**config.mk**
```make
export PLATFORM = sky130hd
export DESIGN_NAME = regfile_write_scheduler
export DESIGN_NICKNAME = d
export VERILOG_FILES = /design/src/rtl/cronometro_pkg.sv /design/src/rtl/rr_arb2.sv /design/src/rtl/regfile_write_scheduler.sv
export SDC_FILE = /design/constraint.sdc
export NUM_CORES = 1
export LEC_CHECK = 0
export BUFFER_PORTS_ARGS = -buffer_cell sky130_fd_sc_hd__buf_4
export CAP_MARGIN = 0
export CORE_UTILIZATION = 48
export DETAILED_ROUTE_END_ITERATION = 10
export PLACE_DENSITY_LB_ADDON = 0.08
export SETUP_SLACK_MARGIN = 0.2
export SYNTH_ARGS = -nofsm -noshare
export SYNTH_HDL_FRONTEND = slang
export SYNTH_SLANG_ARGS = --single-unit
```
**constraint.sdc**
```tcl
create_clock -name clk -period 1.9 [get_ports clk]
set_clock_uncertainty 0.05 [all_clocks]
set_input_delay 0.38 -clock clk [delete_from_list [all_inputs] [get_ports clk]]
set_output_delay 0.38 -clock clk [all_outputs]
set_load 0.02 [all_outputs]
```
**src/rtl/cronometro_pkg.sv**
```systemverilog
// Shared types and sizes for the stopwatch register-file write path.
package cronometro_pkg;

  localparam int RF_ADDR_W = 4;
  localparam int RF_DEPTH  = 16;

  typedef enum logic [1:0] {
    IDLE,
    SETUP,
    STROBE,
    HOLD
  } wr_state_e;

  // Who owns the frame currently on the write port.
  typedef enum logic [1:0] {
    OWN_NONE,
    OWN_A,
    OWN_B,
    OWN_CLR
  } wr_owner_e;

endpackage

```
**src/rtl/rr_arb2.sv**
```systemverilog
// Two-way round-robin arbiter; the pointer only moves when the caller
// commits a grant through advance_i.
module rr_arb2 (
  input  logic       clk,
  input  logic       reset,
  input  logic [1:0] req_i,
  input  logic       advance_i,
  output logic [1:0] gnt_o
);

  logic favourB_q;

  // A lone requester always wins; a tie goes to whoever the pointer favours.
  always_comb begin
    gnt_o = req_i;
    if (req_i == 2'b11) begin
      gnt_o = favourB_q ? 2'b10 : 2'b01;
    end
  end

  always_ff @(posedge clk or posedge reset) begin
    if (reset) begin
      favourB_q <= 1'b0;
    end else if (advance_i && (gnt_o != 2'b00)) begin
      favourB_q <= gnt_o[0];
    end
  end

endmodule

```
**src/rtl/regfile_write_scheduler.sv**
```systemverilog
// Write-port scheduler for the 16-entry register file: frames every write as
// SETUP/STROBE/HOLD, arbitrates A/B round-robin and runs the clear sweep.
module regfile_write_scheduler
  import cronometro_pkg::*;
#(
  parameter int DATA_W = 16
) (
  input  logic                 clk,
  input  logic                 reset,
  input  logic                 req_a,
  input  logic [RF_ADDR_W-1:0] addr_a,
  input  logic [DATA_W-1:0]    data_a,
  output logic                 gnt_a,
  input  logic                 req_b,
  input  logic [RF_ADDR_W-1:0] addr_b,
  input  logic [DATA_W-1:0]    data_b,
  output logic                 gnt_b,
  input  logic                 clr_start,
  output logic                 clr_busy,
  output logic [RF_ADDR_W-1:0] address,
  output logic                 wclk,
  output logic [DATA_W-1:0]    wdata
);

  wr_state_e            state_q, state_d;
  wr_owner_e            owner_q, owner_d;
  logic [RF_ADDR_W-1:0] address_q, address_d;
  logic [DATA_W-1:0]    wdata_q, wdata_d;
  logic                 wclk_q, wclk_d;
  logic                 gntA_q, gntA_d;
  logic                 gntB_q, gntB_d;
  logic                 clrBusy_q, clrBusy_d;
  logic                 sweepRun_q, sweepRun_d;
  logic [RF_ADDR_W-1:0] sweepCnt_q, sweepCnt_d;
  logic [RF_ADDR_W:0]   sweepInc;
  logic                 clrAccept;
  logic                 advance;
  logic [1:0]           arbGnt;

  rr_arb2 u_arb (
    .clk       (clk),
    .reset     (reset),
    .req_i     ({req_b, req_a}),
    .advance_i (advance),
    .gnt_o     (arbGnt)
  );

  // The carry out of the sweep increment is the done flag: no entry past 15.
  assign sweepInc  = {1'b0, sweepCnt_q} + {{RF_ADDR_W{1'b0}}, 1'b1};
  assign clrAccept = clr_start && !clrBusy_q;

  always_comb begin
    state_d    = state_q;
    owner_d    = owner_q;
    address_d  = address_q;
    wdata_d    = wdata_q;
    wclk_d     = 1'b0;
    gntA_d     = 1'b0;
    gntB_d     = 1'b0;
    clrBusy_d  = clrBusy_q;
    sweepRun_d = sweepRun_q;
    sweepCnt_d = sweepCnt_q;
    advance    = 1'b0;

    if (clrAccept) begin
      clrBusy_d = 1'b1;
    end

    unique case (state_q)
      SETUP: begin
        state_d = STROBE;
        wclk_d  = 1'b1;
        gntA_d  = (owner_q == OWN_A);
        gntB_d  = (owner_q == OWN_B);
      end
      STROBE: begin
        state_d = HOLD;
      end
      default: begin
        // Arbitration point: sweep continuation, sweep start, then A/B.
        if (sweepRun_q && !sweepInc[RF_ADDR_W]) begin
          state_d    = SETUP;
          owner_d    = OWN_CLR;
          sweepCnt_d = sweepInc[RF_ADDR_W-1:0];
          address_d  = sweepInc[RF_ADDR_W-1:0];
          wdata_d    = '0;
        end else if (!sweepRun_q && (clrAccept || clrBusy_q)) begin
          state_d    = SETUP;
          owner_d    = OWN_CLR;
          sweepRun_d = 1'b1;
          sweepCnt_d = '0;
          address_d  = '0;
          wdata_d    = '0;
        end else begin
          if (sweepRun_q) begin
            sweepRun_d = 1'b0;
            clrBusy_d  = 1'b0;
          end
          if (arbGnt[0]) begin
            advance   = 1'b1;
            state_d   = SETUP;
            owner_d   = OWN_A;
            address_d = addr_a;
            wdata_d   = data_a;
          end else if (arbGnt[1]) begin
            advance   = 1'b1;
            state_d   = SETUP;
            owner_d   = OWN_B;
            address_d = addr_b;
            wdata_d   = data_b;
          end else begin
            state_d = IDLE;
            owner_d = OWN_NONE;
          end
        end
      end
    endcase
  end

  always_ff @(posedge clk or posedge reset) begin
    if (reset) begin
      state_q    <= IDLE;
      owner_q    <= OWN_NONE;
      address_q  <= '0;
      wdata_q    <= '0;
      wclk_q     <= 1'b0;
      gntA_q     <= 1'b0;
      gntB_q     <= 1'b0;
      clrBusy_q  <= 1'b0;
      sweepRun_q <= 1'b0;
      sweepCnt_q <= '0;
    end else begin
      state_q    <= state_d;
      owner_q    <= owner_d;
      address_q  <= address_d;
      wdata_q    <= wdata_d;
      wclk_q     <= wclk_d;
      gntA_q     <= gntA_d;
      gntB_q     <= gntB_d;
      clrBusy_q  <= clrBusy_d;
      sweepRun_q <= sweepRun_d;
      sweepCnt_q <= sweepCnt_d;
    end
  end

  assign address  = address_q;
  assign wdata    = wdata_q;
  assign wclk     = wclk_q;
  assign gnt_a    = gntA_q;
  assign gnt_b    = gntB_q;
  assign clr_busy = clrBusy_q;

endmodule

```
==> impl_metrics.yaml, run 1 <==
worst_setup_path:
  critPathKind: "reg2reg"
  r2r-end: "address[3]"
  cp_max_fo: 10
  crit_path_end_kind: "register"
  r2r_cells: 6
  slowest_stage: "dfrtp_1"
  arrival_ns: 1.80
  startpoint_type: "register"
  r2r_start: "sweepCnt_q[1]"
  required_ns: 2.06
  path_cells: "ha_2 -> and4_4 -> nor2_4 -> o31ai_4 -> buf_6 -> a22oi_1"
  ff2ff_setup_slack_ns: 0.26
  slowest_delay_ns: 0.37
global_routing:
  antenna_found_initial: 0
  grt_max_degree: 35
  grt_pass1_wl_um: 5840
  grt_pass1_vias: 1304
  overflow: 0
  grtUsageTotal: 0.214
clocking:
  h-tree-depth: 2
  cts_hold_buffers: 0
  insertion_delay_ns: 0.32
  clockRootBuffer: "clkbuf_4"
  clockBufferDepth: 2
  clk_pin_slew_worst_paths_ns: 0.10
  cts-buffers-inserted: 5
  cts_tree: "done"
  clock-sinks: 34
finish:
  mostFrequentLayoutCell: "buf_4"
  diodes: 0
  area_growth_pct: 38.3
  layout-drive-gt1-share: 0.488
  nets: 264
  final_cell_mix: "76 x buf_4, 34 x dfrtp_1, 18 x mux2i_1, 10 x nor2_1, 10 x o2bb2ai_2"
detailed_routing:
  vias_per_cell: 5.32
  ant_nets: 0
  drc: 0
  vias: 1400
  wirelength_um: 3770
  post_drt_wl_per_cell_um: 14.3
  drt_iter0_drc: 35
  drtPass1Iterations: 4
synthesis:
  dominantRegCellSynth: "dfrtp_1"
  syn_area_um2: 1730
  avgSynthCellArea_um2: 12.5
  ys_seq_area_frac: 0.493
  synth_edf_count: 0
  syn_nets: 186
  synth_cell_types: 39
  async_reset_ff_frac: 1.00
  synth-seq-cells: 34
  yosys_warnings: 0
  syn_inst: 138
floorplan:
  die_h_um: 62.0
  core_um2: 3390
  io_pins: 69
  die_w_um: 62.0
  dieArea_um2: 3840
  rows: 21
  start_util: 0.509
sta:
  setup_viol: 0
  drv_slew: 0
  worst_pin_slew_ns: 0.420
  rsz0062_at_grt: "true"
  hold_viol: 0
  fin_crit_ns: 1.64
  slew_headroom: 0.720
  fin_setup_tns_ns: 0
  worst_slack_ns: 0.259
  timing.final.crit_share: 0.864
  fmax_mhz: 609
pwr:
  ir_drop_uv: 872
  p_int_w: 0.00183
  power.switching_w: 0.00120
  p_leak_nw: 1.21
  switching_share: 0.397
  power.density_nw_per_um2: 1270
  power_frac_seq: 0.342
  power_frac_clock: 0.134
  comb_power_share: 0.523
placement:
  dp_hpwl_um: 2810
  pre_cts_slack_ns: 0.128
  numPortBuffers: 68
  place_congestion: 0.729
run_status:
  outcome: "finished, final reports clean"
worst_hold_path:
  hold_class: "in2async"
flow_run:
  maxCapViolCount: 0
power groups by stage:
stage | clock [W] | sequential, W | combinational (W)
global placement | 0 | 0.00105 | 0.00140
detailed placement | 0 | 0.00106 | 0.00145
global route | 0.000450 | 0.00106 | 0.00172
floorplan | 0 | 0.00115 | 0.000913
finish | 0.000407 | 0.00104 | 0.00159
CTS | 0.000422 | 0.00103 | 0.00156
Yosys cell counts (all sizes together), types with 2 or more instances:
library cell | n | area [µm²]
a211o | 2 | 17.5
a21o | 4 | 30.0
a21oi | 5 | 25.0
a31oi | 2 | 12.5
a32o | 2 | 21.3
buf | 7 | 66.3
dfrtp | 34 | 851
ha | 3 | 37.5
inv | 8 | 30.0
mux2i | 18 | 180
nand2 | 3 | 11.3
nand2b | 2 | 12.5
nor2 | 11 | 43.8
o21ai | 4 | 20.0
o2bb2ai | 16 | 203
sequential cells by signal, indices dropped and copies added (netlist names), 2 cells and up:
name,flops
wdata,16
owner_q,2
state_q,2
address,4
sweepCnt_q,4
worst max-delay path: cells and delay by family, from the launching register on:
kind / cells / cell delay [ns]
DFF: 1 / 0.37
buffers and inverters: 1 / 0.20
and+or+nand+nor: 2 / 0.32
adders and majority gates: 1 / 0.22
AOI/OAI and AO/OA: 2 / 0.36
area by class of cell:
cell class,instances,area [µm²]
clock buffers,7,55.1
clock inverters,1,5.00
fillers,247,1000
inverters,8,30.0
multi-input cells,88,786
flip-flops and latches,34,851
well taps,46,57.6
repair buffers,79,604
repair_timing:
action | 4_1_cts | 5_1_grt
setup endpoints to repair | 19 | 21
gates cloned | 0 | 0
pin swaps | 1 | 1
resized for setup | 4 | 2
buffers inserted | 3 | 1
how the worst max path moves through the flow:
stage                   from          to  depth (start not counted)
5_1_grt        sweepCnt_q[0]  address[3]                          6
6_report       sweepCnt_q[1]  address[3]                          6
2_1_floorplan  sweepCnt_q[0]  address[0]                          5
3_3_place_gp   sweepCnt_q[0]   wdata[15]                          6
3_5_place_dp   sweepCnt_q[0]  address[3]                          6
4_1_cts        sweepCnt_q[0]  address[0]                          6
logic make-up (layout without fill, tap and decap cells):
kind of cell | Yosys count | in the layout | synth area share
compound gates | 41 | 41 | 0.238
xor+xnor | 1 | 1 | 0.00507
fa+ha+maj | 3 | 3 | 0.0217
buf+inv | 16 | 95 | 0.0580
flops | 34 | 34 | 0.493
mux | 18 | 18 | 0.104
simple gates | 25 | 25 | 0.0804
layer usage:
metal	up-vias	track usage	wire [µm]
met1	669	0.263	1590
li1	664	-	-
met5	-	0	0
met2	61	0.357	1910
met3	6	0.0642	220
met4	0	0.0762	48
through the flow:
step                instances  instance area, µm²  utilization  hold WS, ns  power [W]
detailed placement        251                2280        0.672        0.395    0.00251
CTS                       262                2370        0.700       0.0924    0.00302
global route              263                2390        0.705        0.121    0.00323
finish                    263                2390        0.705       0.0905    0.00303
global placement          251                2280        0.672        0.380    0.00245
floorplan                 138                1730            -        0.365    0.00207
Note: power is estimated with default switching activity, not from simulation.
==> run 2: changes to the inputs <==
--- a/config.mk
+++ b/config.mk
@@ -5,10 +5,11 @@
 export SDC_FILE = /design/constraint.sdc
 export NUM_CORES = 1
 export LEC_CHECK = 0
-export BUFFER_PORTS_ARGS = -buffer_cell sky130_fd_sc_hd__buf_4
 export CAP_MARGIN = 0
-export CORE_UTILIZATION = 48
+export CORE_UTILIZATION = 55
 export DETAILED_ROUTE_END_ITERATION = 10
+export DONT_BUFFER_PORTS = 1
+export MAX_ROUTING_LAYER = met4
 export PLACE_DENSITY_LB_ADDON = 0.08
 export SETUP_SLACK_MARGIN = 0.2
 export SYNTH_ARGS = -nofsm -noshare
==> run 2 against run 1 <==
The run now ends with DRC left. Core utilization is 1.9 points lower. Routed wire length shrank 8.4%. Register-to-register slack got worse by 0.04 ns. Flip-flop and latch count unchanged. Cell area fell by 18%. Non-clock buffer count decreased by 60. Global-route usage is 1.5 points higher. Sequential power grew 13%. Die area fell by 12%. First-iteration DRC count up 20%. Combinational power is 9% lower. Setup slack worse by 0.040 ns. Critical path type unchanged. Highest routed layer unchanged.
==> impl_metrics.yaml, run 2 (same netlist as run 1, synthesis figures left out) <==
worst_setup_path:
  path_buf_inv: 2
  r2r-end: "address[0]"
  ff2ff_setup_slack_ns: 0.22
  crit_family: "flip-flops"
  path_cells: "ha_2 -> and4_4 -> nor2_4 -> o31ai_4 -> buf_6 -> buf_6 -> a211o_1"
  cp_max_fo: 6
  crit_end: "address[0]"
  startpoint_type: "register"
  cp_common_cell: "buf_6"
  path_depth: 7
  r2r_start: "sweepCnt_q[1]"
  r2r_cells: 7
  slowest_stage: "dfrtp_1"
  required_ns: 2.08
  critPathKind: "reg2reg"
  slowest_delay_ns: 0.41
  crit_path_end_kind: "register"
  startpoint: "sweepCnt_q[1]"
  arrival_ns: 1.86
finish:
  area_growth_pct: 13.3
  largest_reg_flops: 16
  layout-drive-gt1-share: 0.287
  mostFrequentLayoutCell: "dfrtp_1"
  final_cell_mix: "34 x dfrtp_1, 18 x mux2i_1, 13 x buf_4, 10 x nor2_1, 10 x o2bb2ai_2"
  design_area_um2: 1960
  nets: 204
  diodes: 0
  n_fill_cell: 226
clocking:
  insertion_delay_ns: 0.33
  clockRootBuffer: "clkbuf_4"
  cts-buffers-inserted: 5
  clk_pin_slew_worst_paths_ns: 0.11
  clockBufferDepth: 2
  cts_tree: "done"
  h-tree-depth: 2
  clock-sinks: 34
global_routing:
  grt_pass1_wl_um: 5510
  grt_pass1_vias: 1159
  grt_max_degree: 35
  grtUsageTotal: 0.229
  overflow: 0
  antenna_found_initial: 0
run_status:
  violations: "DRC"
  outcome: "finished, violations left"
detailed_routing:
  vias_per_cell: 6.27
  drtPass1Iterations: 7
  drt_iter0_drc: 42
  drc: 6
  ant_nets: 0
  vias: 1179
  wirelength_um: 3460
  post_drt_wl_per_cell_um: 18.4
sta:
  rsz0062_at_grt: "true"
  drv_slew: 0
  slew_headroom: 0.720
  worst_slack_ns: 0.219
  hold_viol: 0
  timing.final.crit_share: 0.885
  fin_setup_tns_ns: 0
  worst_pin_slew_ns: 0.420
  fmax_mhz: 595
  fin_crit_ns: 1.68
  setup_viol: 0
floorplan:
  die_w_um: 58.0
  rows: 19
  start_util: 0.605
  core_um2: 2850
  io_pins: 69
  dieArea_um2: 3370
  die_h_um: 58.0
placement:
  dp_hpwl_um: 2430
  placedInstanceArea_um2: 1760
  place_congestion: 0.740
  numPortBuffers: 0
  pre_cts_slack_ns: 0.0497
worst_hold_path:
  hold_class: "in2reg"
pwr:
  power.density_nw_per_um2: 1550
  ir_drop_uv: 1150
  p_leak_nw: 0.919
flow_run:
  maxCapViolCount: 0
run 2: changes by cell type in the layout (fill, tap and decap cells not counted), sizes merged:
cell / before / now
dlygate4sd3: 0 / 1
buf: 79 / 18
run 2: how the worst min path moves through the flow:
stage	from	to	depth (start not counted)
finish	req_b	u_arb.favourB_q	1
global route	req_b	u_arb.favourB_q	1
CTS	req_b	u_arb.favourB_q	1
detailed placement	reset	address[1]	2
global placement	reset	address[1]	2
floorplan	owner_q[1]	gnt_a	1
run 2: area by class of cell:
class | count | area (µm²) | area share
inverter | 8 | 30.0 | 0.0153
tap | 31 | 38.8 | 0.0198
timing repair buffer | 19 | 164 | 0.0838
multi-input combinational | 88 | 813 | 0.416
clock inverter | 1 | 5.00 | 0.00256
sequential | 34 | 851 | 0.435
clock buffer | 7 | 55.1 | 0.0281
run 2: layer usage:
layer | routed length, µm | share of wire | global-route usage
met1 | 1370 | 0.40 | 0.269
met2 | 1730 | 0.50 | 0.376
met3 | 315 | 0.091 | 0.0781
met4 | 37 | 0.011 | 0.0612
met5 | 0 | 0 | -
run 2: timing repair:
item | 4_1_cts | 5_1_grt
setup buffers | 7 | 2
hold endpoints to repair | 34 | 0
endpoints found under the setup margin | 20 | 19
pin swaps | 2 | 4
gates cloned | 0 | 0
gates resized for setup | 6 | 5
hold buffers | 1 | 0
run 2: metrics by stage:
step,util,total power (W),cells,hold WS (ns)
6_report,0.686,0.00304,188,0.139
3_5_place_dp,0.618,0.00232,170,0.337
5_1_grt,0.686,0.00327,188,0.137
3_3_place_gp,0.618,0.00226,170,0.331
2_1_floorplan,-,0.00207,138,0.365
4_1_cts,0.668,0.00294,186,0.131
run 2: report_power, final:
| part | switching [W] | internal, W |
|---|---|---|
| logic | 0.000717 | 0.000737 |
| clock network | 0.000229 | 0.000179 |
| registers | 0.000271 | 0.000908 |
| total | 0.00122 | 0.00182 |
